**config.mk**
```make
export PLATFORM = sky130hd
export DESIGN_NAME = imm_packer
export DESIGN_NICKNAME = d
export VERILOG_FILES = /design/src/rtl/imm_packer.sv
export SDC_FILE = /design/constraint.sdc
export NUM_CORES = 1
export LEC_CHECK = 0
export CAP_MARGIN = 0
export CELL_PAD_IN_SITES_DETAIL_PLACEMENT = 1
export CELL_PAD_IN_SITES_GLOBAL_PLACEMENT = 1
export CORE_ASPECT_RATIO = 0.5
export CORE_MARGIN = 2
export CORE_UTILIZATION = 44
export CTS_BUF_LIST = sky130_fd_sc_hd__clkbuf_8
export CTS_CLUSTER_SIZE = 20
export DETAILED_ROUTE_END_ITERATION = 8
export GPL_TIMING_DRIVEN = 0
export PLACE_DENSITY_LB_ADDON = 0.2
export SLEW_MARGIN = 20
export SYNTH_ARGS = -nofsm -noshare
export SYNTH_HDL_FRONTEND = slang
export SYNTH_SLANG_ARGS = --single-unit
```
**constraint.sdc**
```tcl
create_clock -name clk -period 3.6 [get_ports clk]
set_input_delay 0.9 -clock clk [delete_from_list [all_inputs] [get_ports clk]]
set_output_delay 0.9 -clock clk [all_outputs]
set_load 0.02 [all_outputs]
```
**src/rtl/imm_packer.sv**
```systemverilog
// imm_packer: encode-side immediate packer for the RV32 code-patch path.
// Range-checks an immediate against its format, scatters it into the
// template's immediate fields and emits the result through a 2-stage
// valid/ready pipeline. Error beats pass the template through untouched
// and are counted by a saturating counter.
//
// Ports:
//   clk, rstn              clock, async active-low reset
//   in_valid/in_ready      input handshake (in_ready combinational from out_ready)
//   in_instr, in_imm       template and immediate value
//   in_fmt                 000 I, 001 IU, 010 S, 011 SB, 100 UJ, 101 U
//   out_valid/out_ready    output handshake
//   out_instr, out_err     packed word, range/format error flag
//   err_clr, err_cnt       clear and value of the saturating error counter

package imm_packer_pkg;
  localparam int unsigned XLEN = 32;
  localparam int unsigned FMTW = 3;
  localparam int unsigned CNTW = 8;
  localparam int unsigned IMMW = 20;

  localparam logic [FMTW-1:0] FMT_I  = 3'b000;
  localparam logic [FMTW-1:0] FMT_IU = 3'b001;
  localparam logic [FMTW-1:0] FMT_S  = 3'b010;
  localparam logic [FMTW-1:0] FMT_SB = 3'b011;
  localparam logic [FMTW-1:0] FMT_UJ = 3'b100;
  localparam logic [FMTW-1:0] FMT_U  = 3'b101;

  // Stage-1 payload; only imm[19:0] is ever scattered, so the rest is dropped
  typedef struct packed {
    logic [XLEN-1:0] instr;
    logic [IMMW-1:0] imm;
    logic [FMTW-1:0] fmt;
    logic            ok;
  } s1_t;
endpackage

module imm_packer
  import imm_packer_pkg::*;
(
  input  logic            clk,
  input  logic            rstn,
  input  logic            in_valid,
  output logic            in_ready,
  input  logic [XLEN-1:0] in_instr,
  input  logic [XLEN-1:0] in_imm,
  input  logic [FMTW-1:0] in_fmt,
  output logic            out_valid,
  input  logic            out_ready,
  output logic [XLEN-1:0] out_instr,
  output logic            out_err,
  input  logic            err_clr,
  output logic [CNTW-1:0] err_cnt
);

  logic            s1_valid;
  s1_t             s1_q;
  logic            s1_adv;
  logic            s2_adv;
  logic            range_ok;
  logic [XLEN-1:0] packed_word;
  logic            err_xfer;

  // Pipeline advance; a stalled output backs up into stage 1, then the input
  assign s2_adv   = !out_valid || out_ready;
  assign s1_adv   = !s1_valid || s2_adv;
  assign in_ready = s1_adv;
  assign err_xfer = out_valid && out_ready && out_err;

  // Range check: upper bits must be a pure sign (signed) or zero (unsigned) extension
  always_comb begin
    range_ok = 1'b0;
    case (in_fmt)
      FMT_I, FMT_S, FMT_SB: range_ok = (&in_imm[31:11]) || !(|in_imm[31:11]);
      FMT_IU:               range_ok = !(|in_imm[31:12]);
      FMT_UJ:               range_ok = (&in_imm[31:19]) || !(|in_imm[31:19]);
      FMT_U:                range_ok = !(|in_imm[31:20]);
      default:              range_ok = 1'b0;
    endcase
  end

  // Stage 1: capture template, low immediate bits, format and check result
  always_ff @(posedge clk or negedge rstn) begin
    if (!rstn) begin
      s1_valid <= 1'b0;
      s1_q     <= '0;
    end else if (s1_adv) begin
      s1_valid <= in_valid;
      if (in_valid) begin
        s1_q.instr <= in_instr;
        s1_q.imm   <= in_imm[IMMW-1:0];
        s1_q.fmt   <= in_fmt;
        s1_q.ok    <= range_ok;
      end
    end
  end

  // Scatter the immediate into the format's fields; error beats keep the template
  always_comb begin
    packed_word = s1_q.instr;
    if (s1_q.ok) begin
      case (s1_q.fmt)
        FMT_I, FMT_IU: packed_word[31:20] = s1_q.imm[11:0];
        FMT_S: begin
          packed_word[31:25] = s1_q.imm[11:5];
          packed_word[11:7]  = s1_q.imm[4:0];
        end
        FMT_SB: begin
          packed_word[31]    = s1_q.imm[11];
          packed_word[7]     = s1_q.imm[10];
          packed_word[30:25] = s1_q.imm[9:4];
          packed_word[11:8]  = s1_q.imm[3:0];
        end
        FMT_UJ: begin
          packed_word[31]    = s1_q.imm[19];
          packed_word[19:12] = s1_q.imm[18:11];
          packed_word[20]    = s1_q.imm[10];
          packed_word[30:21] = s1_q.imm[9:0];
        end
        FMT_U:   packed_word[31:12] = s1_q.imm[19:0];
        default: packed_word = s1_q.instr;
      endcase
    end
  end

  // Stage 2: output register; data holds while stalled or empty
  always_ff @(posedge clk or negedge rstn) begin
    if (!rstn) begin
      out_valid <= 1'b0;
      out_instr <= '0;
      out_err   <= 1'b0;
    end else if (s2_adv) begin
      out_valid <= s1_valid;
      if (s1_valid) begin
        out_instr <= packed_word;
        out_err   <= !s1_q.ok;
      end
    end
  end

  // Saturating error counter; a clear still counts a coincident error transfer
  always_ff @(posedge clk or negedge rstn) begin
    if (!rstn) begin
      err_cnt <= '0;
    end else if (err_clr) begin
      err_cnt <= CNTW'(err_xfer);
    end else if (err_xfer && (err_cnt != '1)) begin
      err_cnt <= err_cnt + CNTW'(1);
    end
  end

endmodule

```
==> qor.txt <==
Clk pin slew, worst setup/hold paths -> 100 ps
most common cell after layout, fill and taps aside -> clkdlybuf4s50_1
clk_lat worst skew -> 380 ps
Max-slew headroom -> 60.7%
WL per Instance -> 19.0 um
TritonCTS clock tree -> built
first-pass GRT wire length -> 20700 um
PortBufs -> 113
VDD IR-drop max -> 0.000223 V
drt pass-1 iters -> 5
fin crit share -> 87.8%
Post-CTS Setup Inserts -> 0
Critical Path Start Type -> primary input
Final Max Slew Viols -> 0
Detailed Route Iter0 Violations -> 190
number of global-route vias before repair -> 3796
diodes inserted -> 0
RSZ-0062 raised after global routing -> false
Post-CTS Hold Buffers -> 0
top_reg_cell synth -> dfrtp_1
Worst Path Max Fanout -> 4
Num CTS Buffers -> 9
Worst Skew -> 14.9 ps
Ports -> 115
Syn Nets -> 473
core footprint -> 10900 sq um
post-synthesis register bit count -> 99
Final setup viols -> 0
status -> finished, final reports clean
area of the mapped netlist -> 4880 sq um
die height -> 78.5 um
HP Class -> in -> async
Final nets -> 598
fin cells -> 675
Final ANT Viol Nets -> 0
share of layout cells above drive strength 1 -> 19.4%
Tot GR Track Use -> 22.2%
DRC viols -> 0
chip width -> 153 um
Tightest Pin Transition -> 589 ps
largest net degree at the start of global routing -> 69
# rows -> 27
Fill cells -> 1142
H-tree levels -> 3
commonest non-fill, non-tap cells in the layout -> 112 x clkdlybuf4s50_1, 99 x dfrtp_1, 38 x mux2_4, 30 x nor2_1
Distinct cells, synth -> 39
clock root buffer -> clkbuf_8
dpl cells -> 659
hpwl dp -> 9590 um
detailed-route via count -> 3627
Synth Warn # -> 0
Final Hold Viols -> 0
initial antenna violation count -> 0
CP arrival -> 2260 ps
Max Cap Violations -> 0
Area Growth Syn to Fin -> 31.9%
sequential fraction of the synthesis area -> 50.8%
Max Buffers Root-to-Sink -> 2
clock sinks -> 99
Worst EP required -> 2700 ps
mean area per synthesized cell -> 12.2 sq um
asr flop ratio synth -> 100%
Overflow after GRT -> 0
minimum clock period -> 3160 ps
EDFF count, synth -> 0
die area -> 12000 sq um
leak pwr -> 2.84 nW
CTS resizes -> 0
crit end category -> output port
f_max -> 0.316 GHz
Power Density -> 487 nW/um^2
Placer Congestion -> 0.883
number of vias per cell -> 5.37
Cells after Synth -> 400
initial core utilization -> 44.7%
final WL -> 12800 um
critical path type -> in -> out
hold_ws -> 396 ps
-- final timing paths --
kind | from | end | slack, ps | depth (start not counted)
max | out_ready | in_ready | 440 | 3
max reg2reg | out_valid$_DFFE_PN0P_ | s1_q[22]$_DFFE_PN0P_ | 1920 | 4
min reg2reg | out_instr[11]$_DFFE_PN0P_ | out_instr[11]$_DFFE_PN0P_ | 490 | 1
min in group clk | out_instr[11]$_DFFE_PN0P_ | out_instr[11]$_DFFE_PN0P_ | 490 | 1
max in group asynchronous | rstn | out_instr[15]$_DFFE_PN0P_ | 2570 | 2
min | rstn | s1_q[50]$_DFFE_PN0P_ | 400 | 1
-- metrics by stage --
stage / setup TNS, ps / utilization (%) / cell area, sq um / power (mW) / setup WS [ps]
floorplan: 0 / - / 4880 / 1.95 / 1440
global placement: -213220 / 56.8 / 6190 / 2.35 / -2160
detailed placement: 0 / 57.0 / 6220 / 2.38 / 447
CTS: 0 / 59.0 / 6440 / 3.17 / 442
global route: 0 / 59.0 / 6440 / 3.30 / 373
finish: 0 / 59.0 / 6440 / 3.14 / 438
-- cell usage after synthesis (2+ instances only) --
cell      number  area [sq um]
buf_6          5          56.3
o22ai_1        7          43.8
nor2_1        30           113
or4_1          3          22.5
o21ai_0       19          95.1
a221o_1        6          60.1
buf_2         11          55.1
o211ai_1       2          15.0
and3_1         2          12.5
buf_1          2          7.51
a21o_1        19           143
a211oi_1      25           188
nand4_1        8          50.1
and3b_1        2          17.5
nand3_1        3          15.0
buf_12         3          60.1
mux2i_1       25           250
mux2_4        38           571
buf_4          2          15.0
or3_1          3          18.8
nand3b_1       2          15.0
nand2b_1       4          25.0
o31ai_1        2          15.0
nand2_1       22          82.6
nor2b_1        2          12.5
dfrtp_1       99          2480
mux2_2        23           259
inv_1          3          11.3
nor4_1         4          25.0
clkbuf_1       4          15.0
a21oi_1       12          60.1
-- cell type report --
cell class | instances | area, sq um | share of cell area [%]
flip-flops and latches | 99 | 2480 | 38.5
multi-input cells | 270 | 2170 | 33.7
repair buffers | 114 | 1160 | 18.0
plain buffers | 28 | 224 | 3.48
well taps | 145 | 181 | 2.82
clock buffers | 10 | 138 | 2.14
clock inverters | 6 | 78.8 | 1.22
inverters | 3 | 11.3 | 0.175
-- layer usage --
metal  vias to the layer above  GRT usage [%]  routed length, um
li1                       1710              -                  -
met1                      1824           31.6               6280
met2                        85           35.9               5970
met3                         8           4.47                525
met4                         0           4.07                 77
met5                         -              0                  0
-- critical path, stage by stage --
cell and delay (ps):
clkdlybuf4s50_1 510, nand3b_1 210, clkdlybuf4s50_1 650
-- sequential cells by signal, indices dropped and copies added, names as in the netlist --
signal     cells
err_cnt        8
s1_q          56
out_instr     32
s1_valid       1
out_err        1
out_valid      1
-- where the power goes --
group          internal [mW]  switching [mW]  total, mW
registers               1.29           0.150       1.44
logic                  0.501           0.423      0.923
clock network          0.356           0.419      0.775
total                   2.15           0.991       3.14
-- logic make-up (layout without fill, tap and decap cells) --
| family | count (synthesis) | after routing | synth area share (%) |
|---|---|---|---|
| compound gates | 94 | 94 | 13.1 |
| xor+xnor | 1 | 1 | 0.179 |
| fa+ha+maj | 1 | 1 | 0.256 |
| buf+inv | 31 | 161 | 4.82 |
| flops | 99 | 99 | 50.8 |
| mux | 86 | 86 | 22.1 |
| simple gates | 88 | 88 | 8.79 |
No activity file was read; power rests on OpenSTA's default activity.
